--- src/rtl/sort_step_sequencer.sv ---
// sort_step_sequencer
//   Controller for the 16-entry windowed sorter. On a request it issues a
//   load strobe, then ROUNDS pairs of odd/even 4-wide window phases (with
//   GAP_CYCLES idle cycles after each phase), then the finish code. It then
//   waits up to TIMEOUT cycles for sort_done and returns a one-cycle done
//   pulse. The done pulse carries err if the wait timed out.
//
// Ports
//   clk        in   clock
//   rst        in   synchronous active-high reset
//   req        in   start a sort; sampled only while idle
//   sort_done  in   sorter done_sorting; only honoured while waiting
//   start      out  load strobe to the sorter
//   seq_no     out  [3:0] window base offset
//   state      out  [2:0] step code: 000 idle/gap, 001 phase A, 010 phase B, 101 finish
//   busy       out  high from load through done inclusive
//   done       out  one-cycle completion pulse
//   err        out  one-cycle pulse with done on timeout
//   round      out  [2:0] current round index (debug)
//
// All outputs are registered: the next-state logic also produces the output
// values for the state being entered, and both are captured on the same edge.
module sort_step_sequencer #(
    parameter int ROUNDS     = 8,
    parameter int GAP_CYCLES = 1,
    parameter int TIMEOUT    = 7
) (
    input  logic       clk,
    input  logic       rst,
    input  logic       req,
    input  logic       sort_done,
    output logic       start,
    output logic [3:0] seq_no,
    output logic [2:0] state,
    output logic       busy,
    output logic       done,
    output logic       err,
    output logic [2:0] round
);

    typedef enum logic [3:0] {
        S_IDLE, S_LOAD, S_PH_A, S_GAP_A, S_PH_B, S_GAP_B, S_FIN, S_WAIT, S_DONE
    } fsm_t;

    localparam logic [7:0] LAST_A   = 8'd3;
    localparam logic [7:0] LAST_B   = 8'd2;
    localparam logic [7:0] LAST_GAP = 8'(GAP_CYCLES - 1);
    localparam logic [7:0] LAST_TO  = 8'(TIMEOUT - 1);
    localparam logic [2:0] LAST_RND = 3'(ROUNDS - 1);

    fsm_t       r_fsm, w_nxt_fsm;
    logic [7:0] r_cnt, w_nxt_cnt;
    logic [2:0] w_nxt_round;
    logic       w_nxt_err;
    logic       w_nxt_start;
    logic [3:0] w_nxt_seq;
    logic [2:0] w_nxt_state;

    // Next-state logic. r_cnt is shared: window index in the phases, gap
    // cycle count in the gaps, and elapsed wait cycles in WAIT.
    always_comb begin
        w_nxt_fsm   = r_fsm;
        w_nxt_cnt   = r_cnt;
        w_nxt_round = round;
        w_nxt_err   = 1'b0;
        unique case (r_fsm)
            S_IDLE: begin
                w_nxt_round = '0;
                w_nxt_cnt   = '0;
                if (req) w_nxt_fsm = S_LOAD;
            end
            S_LOAD: begin
                w_nxt_fsm = S_PH_A;
                w_nxt_cnt = '0;
            end
            S_PH_A: begin
                if (r_cnt == LAST_A) begin
                    w_nxt_fsm = S_GAP_A;
                    w_nxt_cnt = '0;
                end else begin
                    w_nxt_cnt = r_cnt + 8'd1;
                end
            end
            S_GAP_A: begin
                if (r_cnt == LAST_GAP) begin
                    w_nxt_fsm = S_PH_B;
                    w_nxt_cnt = '0;
                end else begin
                    w_nxt_cnt = r_cnt + 8'd1;
                end
            end
            S_PH_B: begin
                if (r_cnt == LAST_B) begin
                    w_nxt_fsm = S_GAP_B;
                    w_nxt_cnt = '0;
                end else begin
                    w_nxt_cnt = r_cnt + 8'd1;
                end
            end
            S_GAP_B: begin
                if (r_cnt == LAST_GAP) begin
                    w_nxt_cnt = '0;
                    if (round == LAST_RND) begin
                        w_nxt_fsm = S_FIN;
                    end else begin
                        w_nxt_fsm   = S_PH_A;
                        w_nxt_round = round + 3'd1;
                    end
                end else begin
                    w_nxt_cnt = r_cnt + 8'd1;
                end
            end
            S_FIN: begin
                w_nxt_fsm = S_WAIT;
                w_nxt_cnt = '0;
            end
            S_WAIT: begin
                // sort_done wins over a simultaneous timeout.
                if (sort_done) begin
                    w_nxt_fsm = S_DONE;
                end else if (r_cnt == LAST_TO) begin
                    w_nxt_fsm = S_DONE;
                    w_nxt_err = 1'b1;
                end else begin
                    w_nxt_cnt = r_cnt + 8'd1;
                end
            end
            S_DONE: begin
                w_nxt_fsm   = S_IDLE;
                w_nxt_round = '0;
                w_nxt_cnt   = '0;
            end
            default: w_nxt_fsm = S_IDLE;
        endcase
    end

    // Output values for the state being entered.
    always_comb begin
        w_nxt_start = 1'b0;
        w_nxt_seq   = '0;
        w_nxt_state = 3'b000;
        unique case (w_nxt_fsm)
            S_LOAD:  w_nxt_start = 1'b1;
            S_PH_A: begin
                w_nxt_state = 3'b001;
                w_nxt_seq   = {w_nxt_cnt[1:0], 2'b00};
            end
            S_PH_B: begin
                w_nxt_state = 3'b010;
                w_nxt_seq   = {w_nxt_cnt[1:0], 2'b10};
            end
            S_GAP_A, S_GAP_B: w_nxt_seq = seq_no;
            S_FIN:   w_nxt_state = 3'b101;
            default: ;
        endcase
    end

    always_ff @(posedge clk) begin
        if (rst) begin
            r_fsm  <= S_IDLE;
            r_cnt  <= '0;
            start  <= 1'b0;
            seq_no <= '0;
            state  <= 3'b000;
            busy   <= 1'b0;
            done   <= 1'b0;
            err    <= 1'b0;
            round  <= '0;
        end else begin
            r_fsm  <= w_nxt_fsm;
            r_cnt  <= w_nxt_cnt;
            start  <= w_nxt_start;
            seq_no <= w_nxt_seq;
            state  <= w_nxt_state;
            busy   <= (w_nxt_fsm != S_IDLE);
            done   <= (w_nxt_fsm == S_DONE);
            err    <= (w_nxt_fsm == S_DONE) && w_nxt_err;
            round  <= w_nxt_round;
        end
    end

endmodule

--- config.mk ---
export PLATFORM = sky130hd
export DESIGN_NAME = sort_step_sequencer
export DESIGN_NICKNAME = d
export VERILOG_FILES = /design/src/rtl/sort_step_sequencer.sv
export SDC_FILE = /design/constraint.sdc
export NUM_CORES = 1
export LEC_CHECK = 0
export CORE_MARGIN = 3
export CORE_UTILIZATION = 56
export CTS_BUF_LIST = sky130_fd_sc_hd__clkbuf_8
export CTS_CLUSTER_SIZE = 30
export DETAILED_ROUTE_END_ITERATION = 8
export MAX_ROUTING_LAYER = met4
export PLACE_DENSITY = 0.81
export SETUP_SLACK_MARGIN = 0.5
export SLEW_MARGIN = 20
export SYNTH_ARGS = -nofsm -noshare
export SYNTH_HDL_FRONTEND = slang
export SYNTH_SLANG_ARGS = --single-unit
--- constraint.sdc ---
create_clock -name clk -period 2.39 [get_ports clk]
set_input_delay 0.478 -clock clk [delete_from_list [all_inputs] [get_ports clk]]
set_output_delay 0.478 -clock clk [all_outputs]
set_load 0.01 [all_outputs]
# == Yosys cells after proc, flatten, opt, wreduce, memory -nomap -nowiden ==
# Cells that the tools add are included.
# totals
regBits,26
ramBits,0
wordCells,71
latch_bits,0
n_memories,0
romBits,0
output_inout_bits,14
# op_classes
reduce_logical,12
shift,0
mux,24
multipliers,0
addsub,2
bitwise_logic,0
div,0
eq_ne,23
magnitude_cmp,0
# op_table
operator,n
2-to-1 mux 8 bit,5
case mux 8 bit (5 select lines),1
case mux 4 bit (8 select lines),1
equality test 4 x 3 -> 1 bit (second input constant),7
2-to-1 mux 4 bit,7
equality test 4 x 2 -> 1 bit (second input constant),4
equality test 8 x 2 -> 1 bit (second input constant),2
case mux 4 bit (3 select lines),1
2-to-1 mux 3 bit,3
case mux 3 bit (3 select lines),1
adder 8 x 1 -> 8 bit (second input constant),1
equality test 4 x 1 -> 1 bit (second input constant),2
equality test 4 bit (second input constant),2
equality test 8 x 3 -> 1 bit (second input constant),1
zero test 8 bit,1
!= test 2 bit (second input constant),4
case mux 3 bit (2 select lines),1
AND reduction 3 bit,2
OR reduction 2 bit,3
nonzero test 5 bit,1
zero test 4 bit,1
2-to-1 mux 1 bit,4
nonzero test 4 bit,1
OR reduction 4 bit,1
other kinds (4),4

# == Logic depth before layout (Yosys ltp) ==
# Gate-level depths: netlist of the first run.
# logic_depth
ltp_word,7
mapped_depth,8

# == Worst setup path before layout of the first run ==
# OpenSTA, ideal clock, no wires.
# synth_timing
kind,register -> register
startpoint,reg r_cnt[3]
endpoint,reg seq_no[2]
period_less_slack_ps,2108
stages_incl_launch_ff,7
n_path_buf,0
path_slack_ps,282
required_time_ps,2273
arrival_ps,1991
path_cell_list,dfxtp_1 -> nor4_4 -> nand3_4 -> mux2_4 -> a311o_4 -> xnor2_2 -> a32o_2
# synth_between
elab_chain_cells,7
word_cells_on_any_way,23
classes_between,7 x eq/ne; 14 x mux; 2 x reduce/logical
# synth_rtl
element,line,text
"start, declared",52,"logic [7:0] r_cnt, w_nxt_cnt;"
"start signal, assigned",171,r_cnt <= w_nxt_cnt;
equality test 8 x 3 -> 1 bit,121,end else if (r_cnt == LAST_TO) begin
2-to-1 mux 4 bit,121,
2-to-1 mux 4 bit,119,if (sort_done) begin
case mux 4 bit (8 select lines),66,unique case (r_fsm)
equality test 4 x 2 -> 1 bit or equality test 4 x 3 -> 1 bit (tied branches),142,unique case (w_nxt_fsm)
OR reduction 2 bit,142,
case mux 4 bit (3 select lines),142,
"end signal, assigned",173,seq_no <= w_nxt_seq;
"end, declared",33,"output logic [3:0] seq_no,"
# Parallel ways exist; a longest one is shown, timed or not. The select of a mux whose other input is x is not followed.
# A chain may end at the register's enable or synchronous reset.

# == Final worst setup path of the first run ==
# layout_timing
startpoint,reg r_cnt[7]
endpoint,reg seq_no[3]
# Same word-level chain as after synthesis.

==> flow_summary_export.csv, run 1 <==
group,metric,value,unit
worst_hold_path,hold_class,"reg2reg",
global_route,grtUsageTotal,24.3,%
clock_network,cts_made_buffers,3,
finish,diodes,0,
timing,setup_viol,0,
routing,firstDrtPassIters,4,
routing,drc_errors,0,
die,dieArea,0.00300,mm^2
finish,nNetsFinal,184,
die,floorplan.initialDensity,59.7,%
finish,area_growth,37.8,%
synth,synth_edf_count,0,
clock_network,cts_sinks,25,
routing,drtIter0Drc,48,
finish,drive_gt1_share,35.6,%
global_route,grt_first_pass_wirelength,5070,um
timing,tns,0,ps
synth,yosysTopAreaCell,"dfxtp_1",
worst_setup_path,endpoint_kind,"flop",
synth,yosysWarnings,0,
synth,synth_fp_nets,147,
clock_network,ctsHoldBuffers,0,
timing,fin_crit_sh,86.8,%
synth,synth-seq-cells,25,
synth,synth.distinct_cells,49,
synth,syn_inst,138,
worst_setup_path,worstPathArrival,2250,ps
clock_network,ctsHtreeMaxLevel,1,
routing,wire_per_inst,17.0,um
die,die_w,54.8,um
synth,synth_top_cell_area_share,37.6,%
clock_network,tritoncts,"done",
timing,period_needed,2070,ps
worst_setup_path,cp-start-kind,"flop",
placement,numPortBuffers,16,
placement,place.gp.congestion,0.884,
die,design.core.area,0.00223,mm^2
placement,post-dp-hpwl,2030,um
synth,netlist_area,0.00133,mm^2
global_route,antenna_found_initial,0,
timing,rsz0062_at_grt,"yes",
clock_network,root_buffer,"clkbuf_8",
timing,final_max_slew_viol_count,0,
pwr,power_switching,0.309,mW
pwr,p_int,0.709,mW
routing,wl,3430,um
clock_network,clkLatencyLatePin,270,ps
timing,hold_violations,0,
routing,vias,1209,
global_route,grt_pass1_vias,1082,
synth,synth_area_leaders,"dfxtp_1 (38%), nor2_1 (5.1%), ha_1 (4.7%)",
timing,clock-skew-final,4.24,ps
die,rows,17,
status,status,"completed",
die,io_pins,18,
pwr,power.density,555,mW/mm^2
pwr,p_seq_share,45.8,%
timing,timing.hold.ws,490,ps
global_route,grt_max_degree,15,
die,die_y,54.8,um
pwr,leakagePower,0.728,nW
worst_setup_path,crit_fanout,4,
global_route,grt-ovfl-total,0,
routing,viasPerCell,5.99,
synth,synth_area_per_cell,9.66,um^2
run,maxCapViolCount,0,
timing,max_freq,0.482,GHz
clock_network,clockBufferDepth,2,
pwr,combinationalPowerShare,29.5,%
worst_setup_path,critical_path_class,"reg2reg",
pwr,p_clk_share,24.7,%
pwr,vdd_ir_drop_max,397,uV
clock_network,cts.clk_slew.worst_paths,90,ps
pwr,p_sw_share,30.3,%
synth,synthFlopType,"dfxtp_1",
worst_setup_path,cp.required,2560,ps
routing,antenna_left,0,
synth,async_flop_share,0,%
synth,ys_seq_area_share,37.6,%
flip-flops by register name (all words and copies together) (netlist names):
signal  flops
r_cnt       8
r_fsm       4
round       3
seq_no      3
state       3
busy        1
done        1
err         1
start       1
through the flow:
| stage | power (mW) | util, % | std cells | setup WS (ps) | area, um^2 |
|---|---|---|---|---|---|
| floorplan | 0.628 | - | 138 | 307 | 1350 |
| global placement | 0.694 | 69.1 | 180 | 229 | 1540 |
| detailed placement | 0.696 | 69.1 | 180 | 218 | 1540 |
| CTS | 0.979 | 77.3 | 195 | 316 | 1730 |
| global route | 1.07 | 82.2 | 202 | 256 | 1840 |
| finish | 1.02 | 82.2 | 202 | 315 | 1840 |
cell usage after synthesis (2+ instances only):
cell type and instances:
xnor2_1 2, a21boi_2 2, nand4_1 2, a31oi_1 7, nand3b_1 3, o21ai_0 3
dfxtp_1 25, nand3_1 3, clkbuf_1 5, mux2i_1 2, a22oi_1 2, nor3_1 5
nand2_1 3, inv_1 4, ha_1 5, nor2b_1 4, nor2_1 18, a21o_1 2
xor2_1 5, nand2b_1 4, a21oi_1 3, and3b_1 2
worst paths after layout:
kind / start / slack, ps / end / cells past startpoint
worst max-delay path: r_cnt[7] / 320 / seq_no[3] / 6
worst min-delay path: seq_no[3] / 490 / seq_no[3] / 1
worst max register to register: r_cnt[7] / 320 / seq_no[3] / 6
worst min register to register: seq_no[3] / 490 / seq_no[3] / 1
critical path: stages (launching register included):
cell	delay, ps
dfxtp_4	360
or4_4	580
a2111oi_4	290
a211o_1	190
a21boi_4	80
and2b_2	260
a32o_1	220
cells in the final DEF (no fill, tap or decap), types with 4 or more instances in the layout:
master / n
nor2_1: 13
clkdlybuf4s50_1: 16
buf_4: 19
nor2_2: 4
dfxtp_1: 19
nor2b_1: 4
nand2b_1: 4
xor2_1: 5
inv_1: 4
a31oi_1: 7
what timing repair did:
item,CTS,global route
pin swaps,9,19
setup buffers,11,7
gates resized for setup,15,16
setup endpoints to repair,13,21
per-layer routing:
metal	track usage (%)	part of all wire, %	wire [um]	vias up
li1	-	-	-	570
met1	27.5	40	1370	559
met2	40.6	50	1700	61
met3	3.54	5.5	189	19
met4	13.7	4.9	167	0
met5	-	0	0	-
power groups by stage:
stage          clock [mW]  combinational [mW]  sequential (mW)
6_report            0.251               0.301            0.467
3_5_place_dp            0               0.224            0.472
5_1_grt             0.278               0.324            0.470
2_1_floorplan           0               0.162            0.465
3_3_place_gp            0               0.222            0.472
4_1_cts             0.257               0.259            0.462
area by class of cell:
| class | instances | area (um^2) |
|---|---|---|
| Clock inverter | 1 | 5.00 |
| Inverter | 4 | 15.0 |
| Clock buffer | 3 | 41.3 |
| Multi-Input combinational cell | 103 | 888 |
| Fill cell | 117 | 397 |
| Timing Repair Buffer | 38 | 337 |
| Tap cell | 28 | 35.0 |
| Sequential cell | 25 | 515 |
logic make-up (layout without fill, tap and decap cells):
| kind of cell | count (synthesis) | count (layout) | synth area share, % |
|---|---|---|---|
| DFF | 25 | 25 | 37.6 |
| adders and majority gates | 5 | 5 | 4.69 |
| and+or+nand+nor | 55 | 55 | 25.4 |
| other | 1 | 1 | 0.281 |
| AOI/OAI and AO/OA | 31 | 31 | 20.5 |
| xor gates and xnor gates | 8 | 8 | 5.82 |
| muxes | 3 | 3 | 2.63 |
| buffers and inverters | 10 | 46 | 3.10 |
Power figures use the tool's default switching activity.
==> inputs of run 2 (changes only) <==
CAP_MARGIN = 0   (was default)
CORE_UTILIZATION = 60   (was 56)
DONT_BUFFER_PORTS = 1   (was default)
PLACE_DENSITY = 0.76   (was 0.81)
==> flow_summary_export.csv, run 2 (same netlist as run 1, synthesis figures left out) <==
group,metric,value,unit
worst_setup_path,worstPathArrival,2330,ps
timing,setup_viol,0,
routing,wire_per_inst,17.1,um
timing,final_max_slew_viol_count,0,
routing,drtIter0Drc,36,
worst_setup_path,endpoint_kind,"flop",
placement,post-dp-hpwl,2060,um
routing,wl,2950,um
finish,layout.cells.most_common_list,"dfxtp_1 (22), nor2_1 (17), buf_4 (10)",
routing,drc_errors,0,
timing,period_needed,2110,ps
finish,area_growth,14.0,%
clock_network,cts_sinks,25,
clock_network,clockBufferDepth,2,
placement,place.gp.congestion,0.877,
timing,rsz0062_at_grt,"yes",
clock_network,cts.clk_slew.worst_paths,90,ps
die,design.core.area,0.00202,mm^2
finish,top_register,"r_cnt",
die,die_w,53.1,um
timing,tns,0,ps
routing,viasPerCell,6.13,
global_route,grtUsageTotal,25.3,%
run,maxCapViolCount,0,
placement,numPortBuffers,0,
finish,final_util,75.1,%
finish,largest_registers,"r_cnt (8), r_fsm (4)",
die,io_pins,18,
clock_network,cts_made_buffers,3,
clock_network,ctsHoldBuffers,0,
worst_setup_path,crit_fanout,5,
global_route,grt-ovfl-total,0,
die,dieArea,0.00282,mm^2
timing,hold_violations,0,
clock_network,ctsHtreeMaxLevel,1,
pwr,vdd_ir_drop_max,713,uV
die,die_y,53.1,um
global_route,antenna_found_initial,0,
routing,vias,1061,
routing,firstDrtPassIters,4,
finish,diodes,0,
finish,drive_gt1_share,27.4,%
finish,nNetsFinal,156,
clock_network,root_buffer,"clkbuf_8",
worst_setup_path,cp-start-kind,"flop",
worst_hold_path,hold_class,"in2reg",
finish,largest_register_ff_count,8,
die,rows,16,
global_route,grt_max_degree,17,
routing,antenna_left,0,
pwr,leakagePower,0.605,nW
global_route,grt_first_pass_wirelength,5030,um
clock_network,clkLatencyLatePin,270,ps
global_route,grt_pass1_vias,1059,
die,floorplan.initialDensity,65.9,%
finish,final_common_cell,"dfxtp_1",
status,status,"completed",
timing,clock-skew-final,4.21,ps
pwr,power.density,625,mW/mm^2
worst_setup_path,critical_path_class,"reg2reg",
clock_network,tritoncts,"done",
timing,fin_crit_sh,88.4,%
timing,max_freq,0.473,GHz
worst_setup_path,cp.required,2610,ps
==> run 2: cell type report <==
cell class / instances / area, um^2
Sequential cell: 25 / 504
Timing Repair Buffer: 10 / 75.1
Clock inverter: 1 / 5.00
Multi-Input combinational cell: 103 / 845
Inverter: 4 / 15.0
Tap cell: 27 / 33.8
Fill cell: 145 / 503
Clock buffer: 3 / 41.3
==> run 2: worst max-delay path: stages, from the launching register on <==
cell	delay, ps
dfxtp_2	360
or4_4	580
o211ai_4	270
a21boi_4	240
a21boi_4	250
and2b_2	210
and3b_1	160
==> run 2: metal layers <==
| layer | vias to the layer above | global-route usage [%] | routed length [um] |
|---|---|---|---|
| met5 | - | - | 0 |
| met4 | 0 | 7.23 | 38 |
| met3 | 6 | 8.17 | 229 |
| met2 | 44 | 38.6 | 1320 |
| met1 | 497 | 32.1 | 1370 |
| li1 | 514 | - | - |
==> run 2: path summary, 6_finish.rpt <==
| path | from | end | slack [ps] | depth (start not counted) |
|---|---|---|---|---|
| max | r_cnt[7] | state[2] | 280 | 6 |
| min | rst | r_cnt[1] | 260 | 1 |
| max reg2reg | r_cnt[7] | state[2] | 280 | 6 |
| min reg2reg | seq_no[2] | seq_no[2] | 560 | 1 |
==> run 2: where the power goes <==
part           switching, mW  total [mW]  internal, mW
combinational          0.118       0.225         0.107
sequential            0.0307       0.470         0.439
clock                  0.138       0.255         0.117
==> run 2: timing repair <==
action	CTS	global route
pin swaps	3	2
resized for setup	3	8
setup buffers	3	2
endpoints found under the setup margin	14	21
endpoints found under the hold margin	0	0
cloned	0	0
==> run 2: metrics by stage <==
step           total power, mW  hold slack (ps)  worst slack [ps]  instances  area (um^2)
6_report                 0.950              258               276        173         1520
5_1_grt                  0.999              253               203        173         1520
4_1_cts                  0.937              266               267        171         1470
3_5_place_dp             0.670              539               231        164         1390
3_3_place_gp             0.664              522               262        164         1390
2_1_floorplan            0.628              510               307        138         1350
==> inputs of run 3 (changes only) <==
CORE_MARGIN = default   (was 3)
==> flow_summary_export.csv, run 3 (same netlist as run 1, synthesis figures left out) <==
group,metric,value,unit
timing,max_freq,0.476,GHz
finish,top_register,"r_cnt",
finish,largest_registers,"r_cnt (8), r_fsm (4)",
worst_setup_path,path_cells,"nor4_4 > nand3_4 > mux2_4 > a311o_4 > xnor2_2 > a32o_2",
die,design.core.area,0.00202,mm^2
timing,fin_crit_sh,87.9,%
timing,timing.hold.ws,247,ps
finish,area_growth,20.9,%
routing,drc_errors,0,
clock_network,ctsHoldBuffers,0,
worst_hold_path,hold_class,"in2reg",
routing,drtIter0Drc,45,
finish,final_common_cell,"dfxtp_1",
timing,clock-skew-final,2.51,ps
pwr,leakagePower,0.640,nW
finish,largest_register_ff_count,8,
global_route,grt_max_degree,17,
finish,nNetsFinal,162,
die,dieArea,0.00241,mm^2
clock_network,cts_made_buffers,3,
worst_setup_path,crit_buf_inv,0,
clock_network,tritoncts,"done",
placement,numPortBuffers,0,
worst_setup_path,endpoint_kind,"flop",
pwr,combinationalPowerShare,25.6,%
worst_setup_path,path_delay_family,"compound AO/OA/AOI/OAI gates",
finish,instances_no_fill,179,
worst_setup_path,cp-start-kind,"flop",
timing,final_max_slew_viol_count,0,
routing,antenna_left,0,
finish,layout.cells.most_common_list,"dfxtp_1 (20), nor2_1 (14), buf_4 (14)",
pwr,p_seq_share,46.9,%
placement,post-dp-hpwl,2010,um
status,status,"completed",
timing,setup_viol,0,
die,floorplan.initialDensity,65.9,%
worst_setup_path,worst_path_max_delay_cell,"a311o_4",
run,maxCapViolCount,0,
global_route,grt_pass1_vias,1114,
pwr,vdd_ir_drop_max,564,uV
pwr,power_switching,0.315,mW
routing,firstDrtPassIters,4,
routing,viasPerCell,6.36,
pwr,power.density,619,mW/mm^2
die,io_pins,18,
pwr,p_clk_share,27.6,%
finish,drive_gt1_share,34.2,%
clock_network,ctsHtreeMaxLevel,1,
worst_setup_path,critical_path_class,"reg2reg",
worst_setup_path,worstPathArrival,2280,ps
global_route,grt_first_pass_wirelength,5290,um
clock_network,root_buffer,"clkbuf_8",
routing,wire_per_inst,18.7,um
finish,diodes,0,
worst_setup_path,slowest_delay,400,ps
worst_setup_path,crit_fanout,3,
placement,dp_cells,164,
global_route,antenna_found_initial,0,
die,die_w,49.1,um
clock_network,clkLatencyLatePin,280,ps
clock_network,cts_sinks,25,
placement,place.gp.congestion,0.826,
worst_setup_path,cp.required,2570,ps
timing,period_needed,2100,ps
routing,wl,3350,um
clock_network,cts.clk_slew.worst_paths,100,ps
die,die_y,49.1,um
die,rows,16,
placement,pre_cts_ws,206,ps
global_route,grtUsageTotal,29.4,%
global_route,grt-ovfl-total,0,
timing,tns,0,ps
pwr,p_sw_share,31.6,%
pwr,p_int,0.683,mW
timing,rsz0062_at_grt,"yes",
finish,final_util,79.7,%
routing,vias,1139,
timing,layout_setup_ws,290,ps
clock_network,clockBufferDepth,2,
timing,hold_violations,0,
run 3: changes by cell type in the layout (fill, tap and decap cells not counted), moves of 2 or more:
| cell | delta |
|---|---|
| buf_4 | +4 |
| buf_6 | +2 |
| nor2_2 | +3 |
| nor2_1 | -3 |
| dfxtp_1 | -2 |
| dfxtp_4 | +2 |
run 3: path summary, 6_finish.rpt:
path | startpoint | endpoint | slack (ps) | depth (start not counted)
worst max-delay path | r_cnt[7] | seq_no[2] | 290 | 6
worst min-delay path | rst | r_cnt[1] | 250 | 1
worst max register to register | r_cnt[7] | seq_no[2] | 290 | 6
worst min register to register | r_cnt[1] | r_cnt[1] | 560 | 2
run 3: routing by layer:
layer	global-route usage, %	vias up	wire (um)
met3	8.41	9	258
met4	8.82	0	59
met5	-	-	0
li1	-	530	-
met1	38.2	543	1460
met2	44.1	57	1580
run 3: final cells by class:
type | count | area (um^2)
Clock buffer | 3 | 41.3
Inverter | 4 | 15.0
Sequential cell | 25 | 512
Timing Repair Buffer | 16 | 128
Multi-Input combinational cell | 103 | 873
Tap cell | 27 | 33.8
Clock inverter | 1 | 8.76
Fill cell | 127 | 410
run 3: stage by stage:
stage / instance area (um^2) / total power [mW]
after floorplan: 1350 / 0.628
after global placement: 1390 / 0.663
after detailed placement: 1390 / 0.670
after CTS: 1550 / 0.968
after global routing: 1610 / 1.04
final: 1610 / 0.998
run 3: timing repair:
item / CTS / global route
setup endpoints to repair: 13 / 19
resized for setup: 9 / 14
setup buffers: 9 / 2
pin swaps: 7 / 16
run 3: power by group through the flow:
stage	registers, mW	clock network [mW]	logic [mW]
after floorplan	0.465	0	0.162
after global placement	0.476	0	0.187
after detailed placement	0.478	0	0.192
after CTS	0.467	0.272	0.228
after global routing	0.471	0.294	0.274
final	0.468	0.275	0.255
